<file path="src/rtl/uart_pkg.sv">
// Shared types and widths for the UART frame scheduler.
// UART_TX_ODD_PARITY_EN selects odd parity; even parity otherwise.
package uart_pkg;

   typedef enum logic [2:0] {
      IDLE,
      LOAD,
      WAIT_BUSY,
      TX,
      GAP
   } state_e;

   localparam int unsigned FRAME_W = 11;
   localparam int unsigned BYTE_W  = 8;
   localparam int unsigned CNT_W   = 8;
   localparam int unsigned FCNT_W  = 16;
   localparam int unsigned ID_W    = 3;

   // Parity bit sent alongside a payload byte.
   function automatic logic parity_of(input logic [BYTE_W-1:0] d);
`ifdef UART_TX_ODD_PARITY_EN
      return ~^d;
`else
      return ^d;
`endif
   endfunction

endpackage

</file>
<file path="src/rtl/rr_arbiter.sv">
// Combinational round-robin arbiter: first requester at or after i_ptr wins.
module rr_arbiter
   import uart_pkg::*;
#(
   parameter int unsigned NUM_REQ = 4
) (
   input  logic [NUM_REQ-1:0] i_req,
   input  logic [ID_W-1:0]    i_ptr,
   output logic [NUM_REQ-1:0] o_grant,
   output logic [ID_W-1:0]    o_idx,
   output logic               o_valid
);

   logic [NUM_REQ-1:0] w_rot;
   logic [ID_W:0]      w_sum;

   // Rotate so that bit 0 is the requester at the pointer.
   assign w_rot = NUM_REQ'({i_req, i_req} >> i_ptr);

   always_comb begin
      o_grant = '0;
      o_idx   = '0;
      o_valid = 1'b0;
      w_sum   = '0;
      for (int unsigned k = 0; k < NUM_REQ; k++) begin
         if (!o_valid && w_rot[k]) begin
            o_valid = 1'b1;
            w_sum   = {1'b0, i_ptr} + (ID_W+1)'(k);
            if (w_sum >= (ID_W+1)'(NUM_REQ))
               w_sum = w_sum - (ID_W+1)'(NUM_REQ);
            o_idx = w_sum[ID_W-1:0];
         end
      end
      for (int unsigned j = 0; j < NUM_REQ; j++)
         o_grant[j] = o_valid && (o_idx == ID_W'(j));
   end

endmodule

</file>
<file path="src/rtl/uart_tx_sched.sv">
// Round-robin scheduler feeding one UART serializer with parity and inter-frame gap.
// Define UART_TX_ODD_PARITY_EN for odd parity (default even).
module uart_tx_sched
   import uart_pkg::*;
#(
   parameter int unsigned NUM_REQ    = 4,
   parameter int unsigned GAP_CYCLES = 2,
   parameter int unsigned TIMEOUT    = 15
) (
   input  logic                  bd_clk,
   input  logic                  rst_n,
   input  logic [NUM_REQ-1:0]    req_valid,
   input  logic [8*NUM_REQ-1:0]  req_data,
   output logic [NUM_REQ-1:0]    req_ready,
   output logic                  ser_start,
   output logic [BYTE_W-1:0]     ser_data,
   output logic                  ser_parity,
   input  logic                  ser_busy,
   output logic [ID_W-1:0]       grant_id,
   output logic                  sched_busy,
   output logic                  err_timeout,
   output logic [FCNT_W-1:0]     frame_cnt
);

   state_e              r_state;
   state_e              w_next;
   logic [ID_W-1:0]     r_ptr;
   logic [CNT_W-1:0]    r_cnt;
   logic [BYTE_W-1:0]   r_data;
   logic                r_parity;
   logic [ID_W-1:0]     r_grant;
   logic                r_start;
   logic                r_busy;
   logic                r_err;
   logic [FCNT_W-1:0]   r_frame_cnt;

   logic [NUM_REQ-1:0]  w_grant;
   logic [ID_W-1:0]     w_idx;
   logic                w_any;
   logic                w_accept;
   logic [BYTE_W-1:0]   w_byte;
   logic [ID_W-1:0]     w_ptr_nxt;
   logic                w_cnt_clr;
   logic                w_cnt_inc;
   logic                w_err_set;
   logic                w_frame_done;

   rr_arbiter #(.NUM_REQ(NUM_REQ)) u_arb (
      .i_req   (req_valid),
      .i_ptr   (r_ptr),
      .o_grant (w_grant),
      .o_idx   (w_idx),
      .o_valid (w_any)
   );

   assign w_accept  = (r_state == IDLE) && w_any;
   assign req_ready = w_accept ? w_grant : '0;
   assign w_ptr_nxt = (w_idx == ID_W'(NUM_REQ-1)) ? '0 : w_idx + ID_W'(1);

   // Payload of the winning requester.
   always_comb begin
      w_byte = '0;
      for (int unsigned j = 0; j < NUM_REQ; j++)
         if (w_idx == ID_W'(j))
            w_byte = req_data[8*j +: 8];
   end

   always_ff @(posedge bd_clk or negedge rst_n) begin
      if (!rst_n)
         r_state <= IDLE;
      else
         r_state <= w_next;
   end

   // Next state plus counter/flag controls; wait and gap share one counter.
   always_comb begin
      w_next       = r_state;
      w_cnt_clr    = 1'b0;
      w_cnt_inc    = 1'b0;
      w_err_set    = 1'b0;
      w_frame_done = 1'b0;
      case (r_state)
         IDLE: begin
            if (w_accept)
               w_next = LOAD;
         end
         LOAD: begin
            w_next    = WAIT_BUSY;
            w_cnt_clr = 1'b1;
         end
         WAIT_BUSY: begin
            if (ser_busy) begin
               w_next = TX;
            end else if (r_cnt == CNT_W'(TIMEOUT-1)) begin
               w_err_set = 1'b1;
               w_cnt_clr = 1'b1;
               w_next    = (GAP_CYCLES == 0) ? IDLE : GAP;
            end else begin
               w_cnt_inc = 1'b1;
            end
         end
         TX: begin
            if (!ser_busy) begin
               w_frame_done = 1'b1;
               w_cnt_clr    = 1'b1;
               w_next       = (GAP_CYCLES == 0) ? IDLE : GAP;
            end
         end
         GAP: begin
            if (r_cnt == CNT_W'(GAP_CYCLES-1))
               w_next = IDLE;
            else
               w_cnt_inc = 1'b1;
         end
         default: w_next = IDLE;
      endcase
   end

   always_ff @(posedge bd_clk or negedge rst_n) begin
      if (!rst_n) begin
         r_ptr       <= '0;
         r_cnt       <= '0;
         r_data      <= '0;
         r_parity    <= parity_of(BYTE_W'(0));
         r_grant     <= '0;
         r_start     <= 1'b0;
         r_busy      <= 1'b0;
         r_err       <= 1'b0;
         r_frame_cnt <= '0;
      end else begin
         r_start <= w_accept;
         r_busy  <= (w_next != IDLE);
         if (w_accept) begin
            r_data   <= w_byte;
            r_parity <= parity_of(w_byte);
            r_grant  <= w_idx;
            r_ptr    <= w_ptr_nxt;
         end
         if (w_cnt_clr)
            r_cnt <= '0;
         else if (w_cnt_inc)
            r_cnt <= r_cnt + CNT_W'(1);
         if (w_err_set)
            r_err <= 1'b1;
         if (w_frame_done)
            r_frame_cnt <= r_frame_cnt + FCNT_W'(1);
      end
   end

   assign ser_start   = r_start;
   assign ser_data    = r_data;
   assign ser_parity  = r_parity;
   assign grant_id    = r_grant;
   assign sched_busy  = r_busy;
   assign err_timeout = r_err;
   assign frame_cnt   = r_frame_cnt;

endmodule
</file>
<file path="config.mk">
export PLATFORM = sky130hd
export DESIGN_NAME = uart_tx_sched
export DESIGN_NICKNAME = d
export VERILOG_FILES = /design/src/rtl/uart_pkg.sv /design/src/rtl/rr_arbiter.sv /design/src/rtl/uart_tx_sched.sv
export SDC_FILE = /design/constraint.sdc
export NUM_CORES = 1
export LEC_CHECK = 0
export CAP_MARGIN = 20
export CORE_MARGIN = 10
export CORE_UTILIZATION = 49
export DETAILED_ROUTE_END_ITERATION = 8
export HOLD_SLACK_MARGIN = 0.12
export PLACE_DENSITY = 0.8
export SETUP_SLACK_MARGIN = 0.2
export SLEW_MARGIN = 20
export SYNTH_ARGS = -nofsm -noshare
export SYNTH_HDL_FRONTEND = slang
export SYNTH_SLANG_ARGS = --single-unit
</file>
<file path="constraint.sdc">
create_clock -name bd_clk -period 3.71 [get_ports bd_clk]
set_clock_uncertainty 0.1 [all_clocks]
set_input_delay 0.371 -clock bd_clk [delete_from_list [all_inputs] [get_ports bd_clk]]
set_output_delay 0.371 -clock bd_clk [all_outputs]
set_load 0.02 [all_outputs]
</file>
== Yosys cells after proc, flatten, opt, wreduce, memory -nomap -nowiden ==
Cells that the tools add are included.

* Register bits: 45
* Bits of input ports: 39
* Output and inout bits: 35
* Logic and storage cells: 86

* Add/subtract/negate cells: 10
* Magnitude comparators: 4
* Eq/ne operators: 9
* Shift-type cells: 1
* Multiplexer cells: 36
* Reductions and logical operators: 16

{| class="wikitable"
|+ Operators by type and width
! kind !! number
|-
| two-way mux 8 bit || 6
|-
| two-way mux 3 bit || 14
|-
| adder 16 x 1 -> 16 bit (second input constant) || 1
|-
| case mux 3 bit (5 select lines) || 1
|-
| == test 3 x 2 -> 1 bit (second input constant) || 4
|-
| greater-or-equal comparator 4 x 3 -> 1 bit (second input constant) || 3
|-
| two-way mux 1 bit || 12
|-
| subtractor 3 bit (second input constant) || 4
|-
| adder 3 x 2 -> 4 bit (second input constant) || 2
|-
| adder 8 x 1 -> 8 bit (second input constant) || 1
|-
| == test 8 x 1 -> 1 bit (second input constant) || 1
|-
| == test 8 x 4 -> 1 bit (second input constant) || 1
|-
| logical AND 1 bit || 8
|-
| XOR reduction 8 bit || 1
|-
| right shift 8 x 3 -> 4 bit || 1
|-
| == test 3 x 1 -> 1 bit (second input constant) || 2
|-
| zero test 3 bit || 2
|-
| adder 3 x 1 -> 4 bit (second input constant) || 1
|-
| two-way mux 4 bit || 1
|-
| adder 3 x 1 -> 3 bit (second input constant) || 1
|-
| == test 3 bit (second input constant) || 1
|-
| greater-or-equal comparator 3 bit (second input constant) || 1
|-
| zero test 1 bit || 3
|-
| case mux 1 bit (3 select lines) || 1
|-
| 3 further kinds || 3
|}

== Longest topological paths before layout ==
Gate-level depths: netlist of run 1.

* Depth in word-level cells: 17
* Gate-level depth with buffers: 16
* Mapped depth without buffers: 14

== By module ==
A second synthesis of run 1 with hierarchy kept.

* Cell total of the unflattened synthesis: 276
* Area total of the unflattened synthesis: 2670.1 µm²

{| class="wikitable"
|+ Modules (own cells, without submodules)
! module !! instances !! cells an instance !! area an instance (µm²) !! seq. area each (µm²)
|-
| uart_tx_sched || 1 || 225 || 2284.7 || 1126.1
|-
| rr_arbiter || 1 || 51 || 385.4 || 0.0
|}

== Worst setup path before layout of run 1 ==
OpenSTA, ideal clock, no wires.

* Path kind: input -> register
* Start point: in req_valid[1]
* End point: reg r_parity (netlist: ser_parity)
* Setup time: 131 ps
* Arrival: 3030 ps
* Required time: 3479 ps
* Slack: 449 ps
* Cell stages on the path: 15
* Buffers on the path: 3
* Cells stage by stage: clkbuf_1 -> nor3b_1 -> a31oi_1 -> o32a_1 -> a2bb2oi_1 -> o31ai_1 -> ha_1 -> buf_6 -> buf_8 -> nor3b_1 -> or4_1 -> o221ai_1 -> xnor2_1 -> xnor2_1 -> o21ai_1

* Cells in the longest elaborated chain, start to end: 17
* Elaborated cells on any way between the ends: 25
* Classes of those cells: eq/ne (3); shift (1); mux (12); reduce/logical (9)

{| class="wikitable"
|+ RTL lines
! item !! RTL line !! text
|-
| start: declaration || uart_tx_sched.sv:12 || <nowiki>input logic [NUM_REQ-1:0] req_valid,</nowiki>
|-
| right shift 8 x 3 -> 4 bit * || rr_arbiter.sv:18 || <nowiki>assign w_rot = NUM_REQ'({i_req, i_req} >> i_ptr);</nowiki>
|-
| two-way mux 1 bit || rr_arbiter.sv:26 || <nowiki>if (!o_valid && w_rot[k]) begin</nowiki>
|-
| zero test 1 bit || rr_arbiter.sv:26 ||
|-
| logical AND 1 bit || rr_arbiter.sv:26 ||
|-
| two-way mux 1 bit || rr_arbiter.sv:26 ||
|-
| zero test 1 bit || rr_arbiter.sv:26 ||
|-
| logical AND 1 bit || rr_arbiter.sv:26 ||
|-
| two-way mux 1 bit || rr_arbiter.sv:26 ||
|-
| zero test 1 bit || rr_arbiter.sv:26 ||
|-
| logical AND 1 bit || rr_arbiter.sv:26 ||
|-
| two-way mux 3 bit * || rr_arbiter.sv:26 ||
|-
| via u_arb.o_idx[1] || rr_arbiter.sv:10 || <nowiki>output logic [ID_W-1:0] o_idx,</nowiki>
|-
| zero test 3 bit || uart_tx_sched.sv:64 || <nowiki>if (w_idx == ID_W'(j))</nowiki>
|-
| two-way mux 8 bit (3 in a row) || uart_tx_sched.sv:64 ||
|-
| two-way mux 8 bit * || uart_tx_sched.sv:64 ||
|-
| XOR reduction 8 bit * || uart_pkg.sv:24 || <nowiki>return ^d;</nowiki>
|-
| end signal: assignment || uart_tx_sched.sv:124 || <nowiki>r_parity <= parity_of(BYTE_W'(0));</nowiki>
|-
| end signal: assignment || uart_tx_sched.sv:135 || <nowiki>r_parity <= parity_of(w_byte);</nowiki>
|-
| end: declaration || uart_tx_sched.sv:30 || <nowiki>logic r_parity;</nowiki>
|}

The timed path passes the listed nets; every way through them passes the cells marked *.
A chain may end at the register's enable or synchronous reset.

== Worst setup path in the final report of run 1 ==
* Start point: in req_valid[0]
* End point: out req_ready[3]

* Cells in the longest elaborated chain, start to end: 14
* Elaborated cells on any way between the ends: 19
* Classes of those cells: eq/ne (1); shift (1); mux (9); reduce/logical (8)

{| class="wikitable"
|+ RTL lines
! item !! RTL line !! text
|-
| right shift 8 x 3 -> 4 bit * || rr_arbiter.sv:18 ||
|-
| two-way mux 1 bit || rr_arbiter.sv:26 ||
|-
| zero test 1 bit || rr_arbiter.sv:26 ||
|-
| logical AND 1 bit || rr_arbiter.sv:26 ||
|-
| two-way mux 1 bit || rr_arbiter.sv:26 ||
|-
| zero test 1 bit || rr_arbiter.sv:26 ||
|-
| logical AND 1 bit || rr_arbiter.sv:26 ||
|-
| two-way mux 1 bit || rr_arbiter.sv:26 ||
|-
| zero test 1 bit || rr_arbiter.sv:26 ||
|-
| logical AND 1 bit || rr_arbiter.sv:26 ||
|-
| two-way mux 3 bit * || rr_arbiter.sv:26 ||
|-
| via u_arb.o_idx[0] || rr_arbiter.sv:10 ||
|-
| == test 3 x 2 -> 1 bit * || rr_arbiter.sv:35 || <nowiki>o_grant[j] = o_valid && (o_idx == ID_W'(j));</nowiki>
|-
| logical AND 1 bit * || rr_arbiter.sv:35 ||
|-
| two-way mux 4 bit * || uart_tx_sched.sv:57 || <nowiki>assign req_ready = w_accept ? w_grant : '0;</nowiki>
|-
| end: declaration || uart_tx_sched.sv:14 || <nowiki>output logic [NUM_REQ-1:0] req_ready,</nowiki>
|}

Marked as above.

==> results.sh, run 1 <==
export IMPL_io_buffers=73
export IMPL_r2r_end="ser_parity"
export IMPL_worst_ep_required_time_ns=3.24
export IMPL_drtPass1Iterations=4
export IMPL_p_switching_w=0.00143
export IMPL_crit_chain="clkdlybuf4s50_1 > and3b_1 > o21ai_1 > a31oi_1 > a311oi_1 > or3_1 > inv_1 > ha_2 > buf_12 > buf_4 > inv_1 > nor2_1 > dlygate4sd2_1"
export IMPL_grt_first_pass_wirelength_um=13000
export IMPL_async_flop_share=1.00
export IMPL_cp_end_kind="output pin"
export IMPL_min_path_cells=1
export IMPL_max_stage_delay_ns=0.50
export IMPL_routed_wirelength_um=8060
export IMPL_syn_num_nets=348
export IMPL_ys_seq_area_frac=0.397
export IMPL_period_needed_ns=3.39
export IMPL_p_clk_frac=0.109
export IMPL_setup_viol=0
export IMPL_numCtsBuffers=5
export IMPL_nets=461
export IMPL_slew_limit_headroom=0.575
export IMPL_cap_violations=0
export IMPL_syn_area_per_cell_um2=9.45
export IMPL_synth_ff_type="dfrtp_1"
export IMPL_power_density_nw_per_um2=835
export IMPL_min_to="err_timeout"
export IMPL_seqPwrFrac=0.216
export IMPL_cp_arrival_ns=2.92
export IMPL_reg2regPathDepth=16
export IMPL_layout_drive_gt1_share=0.218
export IMPL_switching_share=0.413
export IMPL_antenna_found_initial=0
export IMPL_synth_top_area_share=0.397
export IMPL_worstSetupPathType="in2out"
export IMPL_cts_root_buf="clkbuf_8"
export IMPL_area_growth_pct=46.5
export IMPL_wl_met1_um=3350
export IMPL_rsz0062_at_grt="yes"
export IMPL_slowest_stage="clkdlybuf4s50_1"
export IMPL_rrSetupSlack_ns=0.33
export IMPL_wire_per_inst_um=16.6
export IMPL_p_int_w=0.00204
export IMPL_synth_edff_count=0
export IMPL_vdd_drop_max_mv=0.530
export IMPL_grt_max_degree=46
export IMPL_track_usage=0.174
export IMPL_netlist_top_cells_count="dfrtp_1, nand2_1, nor2_1, xnor2_1"
export IMPL_holdCritPathClass="reg2reg"
export IMPL_wl_met3_um=492
export IMPL_critical_path_top_delay_family="buffers and inverters"
export IMPL_ys_warn_count=0
export IMPL_status="completed"
export IMPL_synth_distinct_cells=55
export IMPL_viasPerCell=5.63
export IMPL_pin_count=74
export IMPL_fin_crit_sh=0.913
export IMPL_cts_sinks=45
export IMPL_cts_max_level=2
export IMPL_wl_met2_um=4090
export IMPL_hp_start="err_timeout"
export IMPL_fill_cells=410
export IMPL_top_layer_used="met4"
export IMPL_final_cell_count_no_fill=485
export IMPL_slew_viol_final=0
export IMPL_initial_core_util=0.509
export IMPL_p_total_w=0.00347
export IMPL_synthCells=300
export IMPL_drtIter0Drc=161
export IMPL_fp_row_count=27
export IMPL_ant_nets=0
export IMPL_tightest_slew_ns=0.631
export IMPL_dr_total_vias=2732
export IMPL_design_core_area_um2=5570
export IMPL_yosys_area_top_type="dfrtp_1"
export IMPL_dieHeight_um=96.1
export IMPL_pwr_share_comb=0.674
export IMPL_die_area_um2=9230
export IMPL_path_common_cell="inv_1"
export IMPL_dp_hpwl_um=6140
export IMPL_max_freq_mhz=295
export IMPL_clk_latency_ns=0.30
export IMPL_yosysMostFrequentCell="dfrtp_1"
export IMPL_clockBufferDepth=2
export IMPL_crit_path_start_kind="input pin"
export IMPL_ys_ff_latch=45
export IMPL_rr_startpoint="r_ptr[0]"
export IMPL_synthTopCellsByArea="dfrtp_1, xnor2_1, ha_1"
export IMPL_syn_cell_area_um2=2840
export IMPL_cts_tree="done"
export IMPL_clkSlewWorstSetupHoldPaths_ns=0.09
export IMPL_cp_max_fo=7
export IMPL_leakage_nw=1.83
export IMPL_grt_ovfl_total=0
export IMPL_post_route_drc_count=0
export IMPL_place_inst=474
export IMPL_finalHoldViolations=0
export IMPL_cp_buffers_inverters=6
export IMPL_grt_pass1_vias=2684
export IMPL_die_x_um=96.1
export IMPL_diodes=0
export IMPL_place_congestion=0.897
==> power groups by stage <==
stage | combinational [W] | clock (W) | sequential [W]
after floorplan | 0.00120 | 0 | 0.000829
after global placement | 0.00203 | 0 | 0.000751
after detailed placement | 0.00208 | 0 | 0.000757
after CTS | 0.00211 | 0.000383 | 0.000749
after global routing | 0.00255 | 0.000404 | 0.000768
final | 0.00234 | 0.000379 | 0.000750
==> logic make-up (layout without fill, tap and decap cells) <==
| group | count (synthesis) | after routing | share of synthesized area |
|---|---|---|---|
| compound gates | 61 | 61 | 0.164 |
| simple gates | 131 | 131 | 0.265 |
| buf+inv | 25 | 138 | 0.0419 |
| mux | 4 | 4 | 0.0154 |
| flops | 45 | 45 | 0.397 |
| fa+ha+maj | 9 | 9 | 0.0397 |
| xor+xnor | 25 | 25 | 0.0772 |
==> metal layers <==
layer | GRT usage | vias to the layer above
met5 | 0 | -
met4 | 0.0479 | 0
met3 | 0.0428 | 10
met2 | 0.288 | 88
met1 | 0.219 | 1320
li1 | - | 1314
==> worst max-delay path by stage <==
| stage | start | to | cells after the start |
|---|---|---|---|
| 2_1_floorplan | req_valid[1] | ser_parity | 15 |
| 3_3_place_gp | req_valid[0] | ser_parity | 14 |
| 3_5_place_dp | req_valid[0] | ser_parity | 14 |
| 4_1_cts | r_ptr[0] | req_ready[2] | 10 |
| 5_1_grt | r_ptr[0] | ser_parity | 15 |
| 6_report | req_valid[0] | req_ready[3] | 13 |
==> final cells by class <==
class / count / area [um2] / area share
clock buffers: 5 / 68.8 / 0.0166
clock inverters: 2 / 38.8 / 0.00933
inverters: 12 / 45.0 / 0.0108
multi-input cells: 230 / 1700 / 0.409
flip-flops and latches: 45 / 1130 / 0.271
well taps: 72 / 90.1 / 0.0217
repair buffers: 119 / 1090 / 0.262
==> through the flow <==
stage	util	setup WS [ns]	TNS [ns]	hold slack (ns)	cell area [um2]
after detailed placement	0.699	-0.193	-0.238	0.368	3890
after global routing	0.745	0.138	0	0.417	4160
after CTS	0.719	0.0936	0	0.168	4010
final	0.745	0.322	0	0.379	4160
after global placement	0.699	-0.118	-0.118	0.359	3890
after floorplan	-	0.449	0	-0.0246	2840
==> sequential cells by signal (all words and copies together), names as in the netlist <==
| name | count |
|---|---|
| frame_cnt | 16 |
| ser_parity | 1 |
| ser_start | 1 |
| grant_id | 3 |
| r_state | 3 |
| r_cnt | 8 |
| ser_data | 8 |
| r_ptr | 3 |
| sched_busy | 1 |
| err_timeout | 1 |
==> repair_timing <==
action | CTS | global route
pin swaps | 0 | 13
hold buffers | 0 | 1
resized for setup | 6 | 22
cloned | 0 | 0
endpoints found under the hold margin | 0 | 45
setup buffers | 0 | 3
endpoints found under the setup margin | 5 | 8
==> worst register-to-register path, stage by stage, from the launching register on <==
cell and delay (ns):
dfrtp_2 0.44, buf_4 0.14, buf_4 0.13, nand2_1 0.06, o32a_1 0.28, a2bb2oi_1 0.14
o31ai_2 0.31, buf_4 0.19, inv_1 0.06, ha_1 0.21, buf_4 0.20, nand3b_1 0.21
a211oi_2 0.24, o221ai_2 0.16, xnor2_1 0.21, xnor2_1 0.14, o21ai_1 0.07
==> layout by cell type, fill, tap and decap left out, drive strengths merged, types with 11 or more instances in the layout <==
cell / instances
nor2b: 11
buf: 46
and2: 11
nand3: 11
and3: 11
inv: 13
clkdlybuf4s50: 68
dfrtp: 45
nand2: 28
nor2: 22
xnor2: 17
(Power assumes the default switching activity.)
==> run 2, diff against run 1 <==
Settings changed: CORE_UTILIZATION 49 to 48, GPL_TIMING_DRIVEN set to 1, SYNTH_HIERARCHICAL set to 1.
==> results.sh, run 2 <==
export IMPL_crit_path_start_kind="flip-flop"
export IMPL_yosysMostFrequentCell="dfrtp_1"
export IMPL_ant_nets=0
export IMPL_synth_edff_count=0
export IMPL_p_clk_frac=0.086
export IMPL_switching_share=0.429
export IMPL_ys_ff_latch=45
export IMPL_seqPwrFrac=0.218
export IMPL_die_area_um2=8950
export IMPL_post_route_util=0.746
export IMPL_place_inst=448
export IMPL_cts_tree="done"
export IMPL_largest_reg_flops=16
export IMPL_leakage_nw=1.83
export IMPL_ys_seq_area_frac=0.422
export IMPL_fp_row_count=27
export IMPL_max_freq_mhz=262
export IMPL_design_core_area_um2=5440
export IMPL_wire_per_inst_um=16.9
export IMPL_cts_sinks=45
export IMPL_syn_num_nets=324
export IMPL_violations="negative setup slack"
export IMPL_syn_cell_area_um2=2670
export IMPL_yosys_area_top_type="dfrtp_1"
export IMPL_cp_max_fo=6
export IMPL_cp_end_kind="flip-flop"
export IMPL_dp_hpwl_um=5440
export IMPL_cts_root_buf="clkbuf_8"
export IMPL_dieHeight_um=94.6
export IMPL_drtIter0Drc=146
export IMPL_max_stage_delay_ns=0.62
export IMPL_post_route_drc_count=0
export IMPL_grt_max_degree=46
export IMPL_vdd_drop_max_mv=0.543
export IMPL_period_needed_ns=3.81
export IMPL_grt_ovfl_total=0
export IMPL_clkSlewWorstSetupHoldPaths_ns=0.09
export IMPL_dr_total_vias=2576
export IMPL_pin_count=74
export IMPL_p_int_w=0.00200
export IMPL_die_x_um=94.6
export IMPL_track_usage=0.160
export IMPL_final_cell_count_no_fill=466
export IMPL_fin_crit_sh=1.03
export IMPL_tightest_slew_ns=0.899
export IMPL_ys_warn_count=6
export IMPL_slew_limit_headroom=0.397
export IMPL_diodes=0
export IMPL_rsz0062_at_grt="yes"
export IMPL_antenna_found_initial=0
export IMPL_worst_ep_required_time_ns=3.79
export IMPL_layout_drive_gt1_share=0.246
export IMPL_clockBufferDepth=2
export IMPL_io_buffers=73
export IMPL_clk_latency_ns=0.30
export IMPL_grt_first_pass_wirelength_um=11800
export IMPL_synth_ff_type="dfrtp_1"
export IMPL_async_flop_share=1.00
export IMPL_initial_core_util=0.491
export IMPL_layout_common_cells="clkdlybuf4s50_1, buf_4, dfrtp_1, nand2_1, nor2_1"
export IMPL_drtPass1Iterations=5
export IMPL_power_density_nw_per_um2=862
export IMPL_crit_chain="mux4_2 > or4_4 > o211ai_4 > buf_4 > ha_1 > or2_2 > a221oi_2 > or3_4 > xnor2_1 > buf_4 > xnor2_2 > xnor2_1 > o21ai_1"
export IMPL_numCtsBuffers=5
export IMPL_pre_cts_slack_ns=-0.390
export IMPL_worstSetupPathType="reg2reg"
export IMPL_fill_cells=373
export IMPL_cp_arrival_ns=3.89
export IMPL_synthTopCellsByArea="dfrtp_1, xor2_1, nand2_1"
export IMPL_cts_max_level=2
export IMPL_nets=441
export IMPL_slew_viol_final=0
export IMPL_p_switching_w=0.00150
export IMPL_status="finished, violations left"
export IMPL_cap_violations=0
export IMPL_viasPerCell=5.53
export IMPL_routed_wirelength_um=7870
export IMPL_setup_ws_ns=-0.100
export IMPL_syn_area_per_cell_um2=9.67
export IMPL_holdCritPathClass="reg2reg"
export IMPL_synthCells=276
export IMPL_p_total_w=0.00350
export IMPL_setup_viol=1
export IMPL_slowest_stage="or4_4"
export IMPL_synth_top_area_share=0.422
export IMPL_whs_ns=0.387
export IMPL_place_congestion=1.02
export IMPL_netlist_top_cells_count="dfrtp_1, nand2_1, nor2_1, xor2_1, xnor2_1"
export IMPL_area_growth_pct=52.1
export IMPL_synth_distinct_cells=55
export IMPL_pwr_share_comb=0.696
export IMPL_grt_pass1_vias=2595
export IMPL_layout_commonest_cell="clkdlybuf4s50_1"
export IMPL_finalHoldViolations=0
[run 2: worst paths after layout]
kind	start	endpoint	slack (ns)	depth (start not counted)
setup / recovery	r_ptr[1]	ser_parity	-0.10	13
hold / removal	frame_cnt[15]	frame_cnt[15]	0.39	1
setup reg to reg	r_ptr[1]	ser_parity	-0.10	13
hold reg to reg	frame_cnt[15]	frame_cnt[15]	0.39	1
max in group asynchronous	rst_n	r_ptr[1]	2.59	2
min in group asynchronous	rst_n	frame_cnt[0]	0.50	2
[run 2: routing by layer]
layer  global-route usage  wire length, um  vias up
met3               0.0658              777       21
met1                0.184             3080     1233
met5                    0                0        -
met2                0.259             3820      107
li1                     -                -     1215
met4               0.0673              188        0
[run 2: kinds of logic after synthesis]
family / after synthesis / share of synthesized area
multiplexers: 4 / 0.0206
other: 1 / 0.00140
AO/OA/AOI/OAI: 53 / 0.156
buffers and inverters: 21 / 0.0398
XOR/XNOR: 29 / 0.0979
AND/OR/NAND/NOR: 114 / 0.221
flip-flops: 45 / 0.422
adder cells (fa/ha/maj): 9 / 0.0422
[run 2: layout make-up]
cell class	instances	area (um2)	area share
clock buffer	6	72.6	0.0179
clock inverter	2	15.0	0.00370
inverter	11	41.3	0.0102
multi-input combinational	210	1620	0.400
sequential	45	1130	0.278
tap	72	90.1	0.0222
timing repair buffer	120	1090	0.268
[run 2: stage by stage]
step	cell area (um2)	TNS, ns
finish	4060	-0.100
global route	4060	-0.202
CTS	3870	0
detailed placement	3720	-0.471
global placement	3720	-0.305
floorplan	2700	0
[run 2: timing repair]
| action | CTS | global route |
|---|---|---|
| setup endpoints to repair | 3 | 6 |
| endpoints found under the hold margin | 0 | 45 |
| pin swaps | 3 | 14 |
| hold buffers | 0 | 1 |
| setup buffers | 5 | 4 |
| resized for setup | 9 | 29 |
[run 2: power by group through the flow]
stage	logic, W	registers, W	clock network [W]
3_3_place_gp	0.00196	0.000770	0
4_1_cts	0.00210	0.000759	0.000304
2_1_floorplan	0.00122	0.000822	0
6_report	0.00244	0.000763	0.000300
3_5_place_dp	0.00200	0.000775	0
5_1_grt	0.00263	0.000780	0.000323
[run 2: worst max-delay path: cells and delay by family (launching register included)]
kind                     cells  cell delay (ns)
multiplexers                 1             0.56
XOR/XNOR                     3             0.44
AO/OA/AOI/OAI                3             0.37
buffers and inverters        2             0.34
adder cells (fa/ha/maj)      1             0.21
flip-flops                   1             0.45
AND/OR/NAND/NOR              3             1.22
==> run 3, diff against run 2 <==
Settings changed: RECOVER_POWER set to 25.
==> results.sh, run 3 (same netlist as run 2, synthesis figures left out) <==
export IMPL_setup_viol=1
export IMPL_setup_ws_ns=-0.100
export IMPL_violations="max-capacitance violations, max-slew violations, negative setup slack"
export IMPL_cp_max_fo=6
export IMPL_antenna_found_initial=0
export IMPL_routed_wirelength_um=7870
export IMPL_design_core_area_um2=5440
export IMPL_slew_viol_final=46
export IMPL_holdCritPathClass="reg2reg"
export IMPL_dieHeight_um=94.6
export IMPL_fin_crit_sh=1.03
export IMPL_cp_buffers_inverters=2
export IMPL_max_stage_delay_ns=0.62
export IMPL_grt_max_degree=46
export IMPL_rsz0062_at_grt="yes"
export IMPL_post_route_drc_count=0
export IMPL_max_freq_mhz=262
export IMPL_leakage_nw=1.83
export IMPL_clk_latency_ns=0.30
export IMPL_fp_row_count=27
export IMPL_reg2regPathDepth=13
export IMPL_die_x_um=94.6
export IMPL_hp_start="frame_cnt[15]"
export IMPL_clockBufferDepth=2
export IMPL_period_needed_ns=3.81
export IMPL_power_density_nw_per_um2=863
export IMPL_slowest_stage="or4_4"
export IMPL_pre_cts_slack_ns=-0.390
export IMPL_worstSetupPathType="reg2reg"
export IMPL_vdd_drop_max_mv=0.543
export IMPL_cts_root_buf="clkbuf_8"
export IMPL_viasPerCell=5.53
export IMPL_clkSlewWorstSetupHoldPaths_ns=0.09
export IMPL_cts_max_level=2
export IMPL_diodes=0
export IMPL_area_growth_pct=51.9
export IMPL_place_inst=448
export IMPL_cp_arrival_ns=3.89
export IMPL_layout_commonest_cell="clkdlybuf4s50_1"
export IMPL_cap_violations=1
export IMPL_layout_common_cells="clkdlybuf4s50_1, buf_4, dfrtp_1, nand2_1, nor2_1"
export IMPL_min_to="frame_cnt[15]"
export IMPL_cp_end_kind="flip-flop"
export IMPL_numCtsBuffers=5
export IMPL_finalHoldViolations=0
export IMPL_ant_nets=0
export IMPL_wire_per_inst_um=16.9
export IMPL_slew_limit_headroom=-0.583
export IMPL_grt_first_pass_wirelength_um=11800
export IMPL_io_buffers=73
export IMPL_track_usage=0.160
export IMPL_status="finished, violations left"
export IMPL_rr_startpoint="r_ptr[1]"
export IMPL_r2r_end="ser_parity"
export IMPL_largest_reg_flops=16
export IMPL_drtIter0Drc=146
export IMPL_dr_total_vias=2577
export IMPL_worst_ep_required_time_ns=3.79
export IMPL_grt_ovfl_total=0
export IMPL_min_path_cells=1
export IMPL_cts_tree="done"
export IMPL_rrSetupSlack_ns=-0.10
export IMPL_path_depth=13
export IMPL_tightest_slew_ns=2.37
export IMPL_pin_count=74
export IMPL_crit_chain="mux4_2 > or4_4 > o211ai_4 > buf_4 > ha_1 > or2_2 > a221oi_2 > or3_4 > xnor2_1 > buf_4 > xnor2_2 > xnor2_1 > o21ai_1"
export IMPL_crit_path_start_kind="flip-flop"
export IMPL_dp_hpwl_um=5440
export IMPL_layout_drive_gt1_share=0.244
export IMPL_final_cell_count_no_fill=466
export IMPL_grt_pass1_vias=2595
export IMPL_die_area_um2=8950
export IMPL_initial_core_util=0.491
export IMPL_critical_path_top_delay_family="simple AND/OR/NAND/NOR gates"
export IMPL_cts_sinks=45
export IMPL_nets=441
export IMPL_drtPass1Iterations=5
export IMPL_place_congestion=1.02
==> run 3: stage by stage <==
stage	hold slack, ns	setup TNS [ns]	util	instance area, um2	total power (W)
floorplan	-0.0246	0	-	2700	0.00204
global placement	0.360	-0.305	0.684	3720	0.00273
detailed placement	0.369	-0.471	0.684	3720	0.00278
CTS	0.166	0	0.712	3870	0.00316
global route	0.401	-0.202	0.746	4060	0.00374
finish	0.387	-0.100	0.746	4060	0.00350
==> run 3: worst max-delay path by stage <==
stage	slack, ns	start	to
final	-0.10	r_ptr[1]	ser_parity
after global routing	-0.20	r_ptr[1]	ser_parity
after CTS	0.07	r_ptr[1]	ser_parity
after detailed placement	-0.39	req_valid[0]	ser_parity
after global placement	-0.31	req_valid[3]	ser_parity
after floorplan	0.17	r_ptr[0]	ser_parity
==> run 3: area by class of cell <==
type | count | area (um2)
sequential | 45 | 1130
multi-input combinational | 210 | 1620
clock buffer | 6 | 72.6
tap | 72 | 90.1
clock inverter | 2 | 15.0
inverter | 11 | 41.3
timing repair buffer | 120 | 1090
fill | 375 | 1380
==> run 3: worst reg2reg max path: stages (launching register included) <==
cell      delay (ns)
dfrtp_2         0.45
mux4_2          0.56
or4_4           0.62
o211ai_4        0.25
buf_4           0.19
ha_1            0.21
or2_2           0.19
a221oi_2        0.05
or3_4           0.41
xnor2_1         0.20
buf_4           0.16
xnor2_2         0.11
xnor2_1         0.13
o21ai_1         0.07
==> run 3: metal layers <==
metal | routed length (um) | track usage
met1 | 3070 | 0.184
met2 | 3820 | 0.259
met3 | 784 | 0.0658
met4 | 188 | 0.0673
met5 | 0 | 0
==> run 3: power breakdown <==
group          internal, W  switching [W]
Combinational      0.00125        0.00119
Sequential        0.000619       0.000144
Clock             0.000133       0.000168
Total              0.00200        0.00150
==> run 3: repair_timing <==
| action | in CTS | in global routing |
|---|---|---|
| endpoints found under the setup margin | 3 | 6 |
| resized for setup | 9 | 29 |
| setup buffers | 5 | 4 |
| pin swaps | 3 | 14 |
| hold buffers | 0 | 1 |
| endpoints found under the hold margin | 0 | 45 |
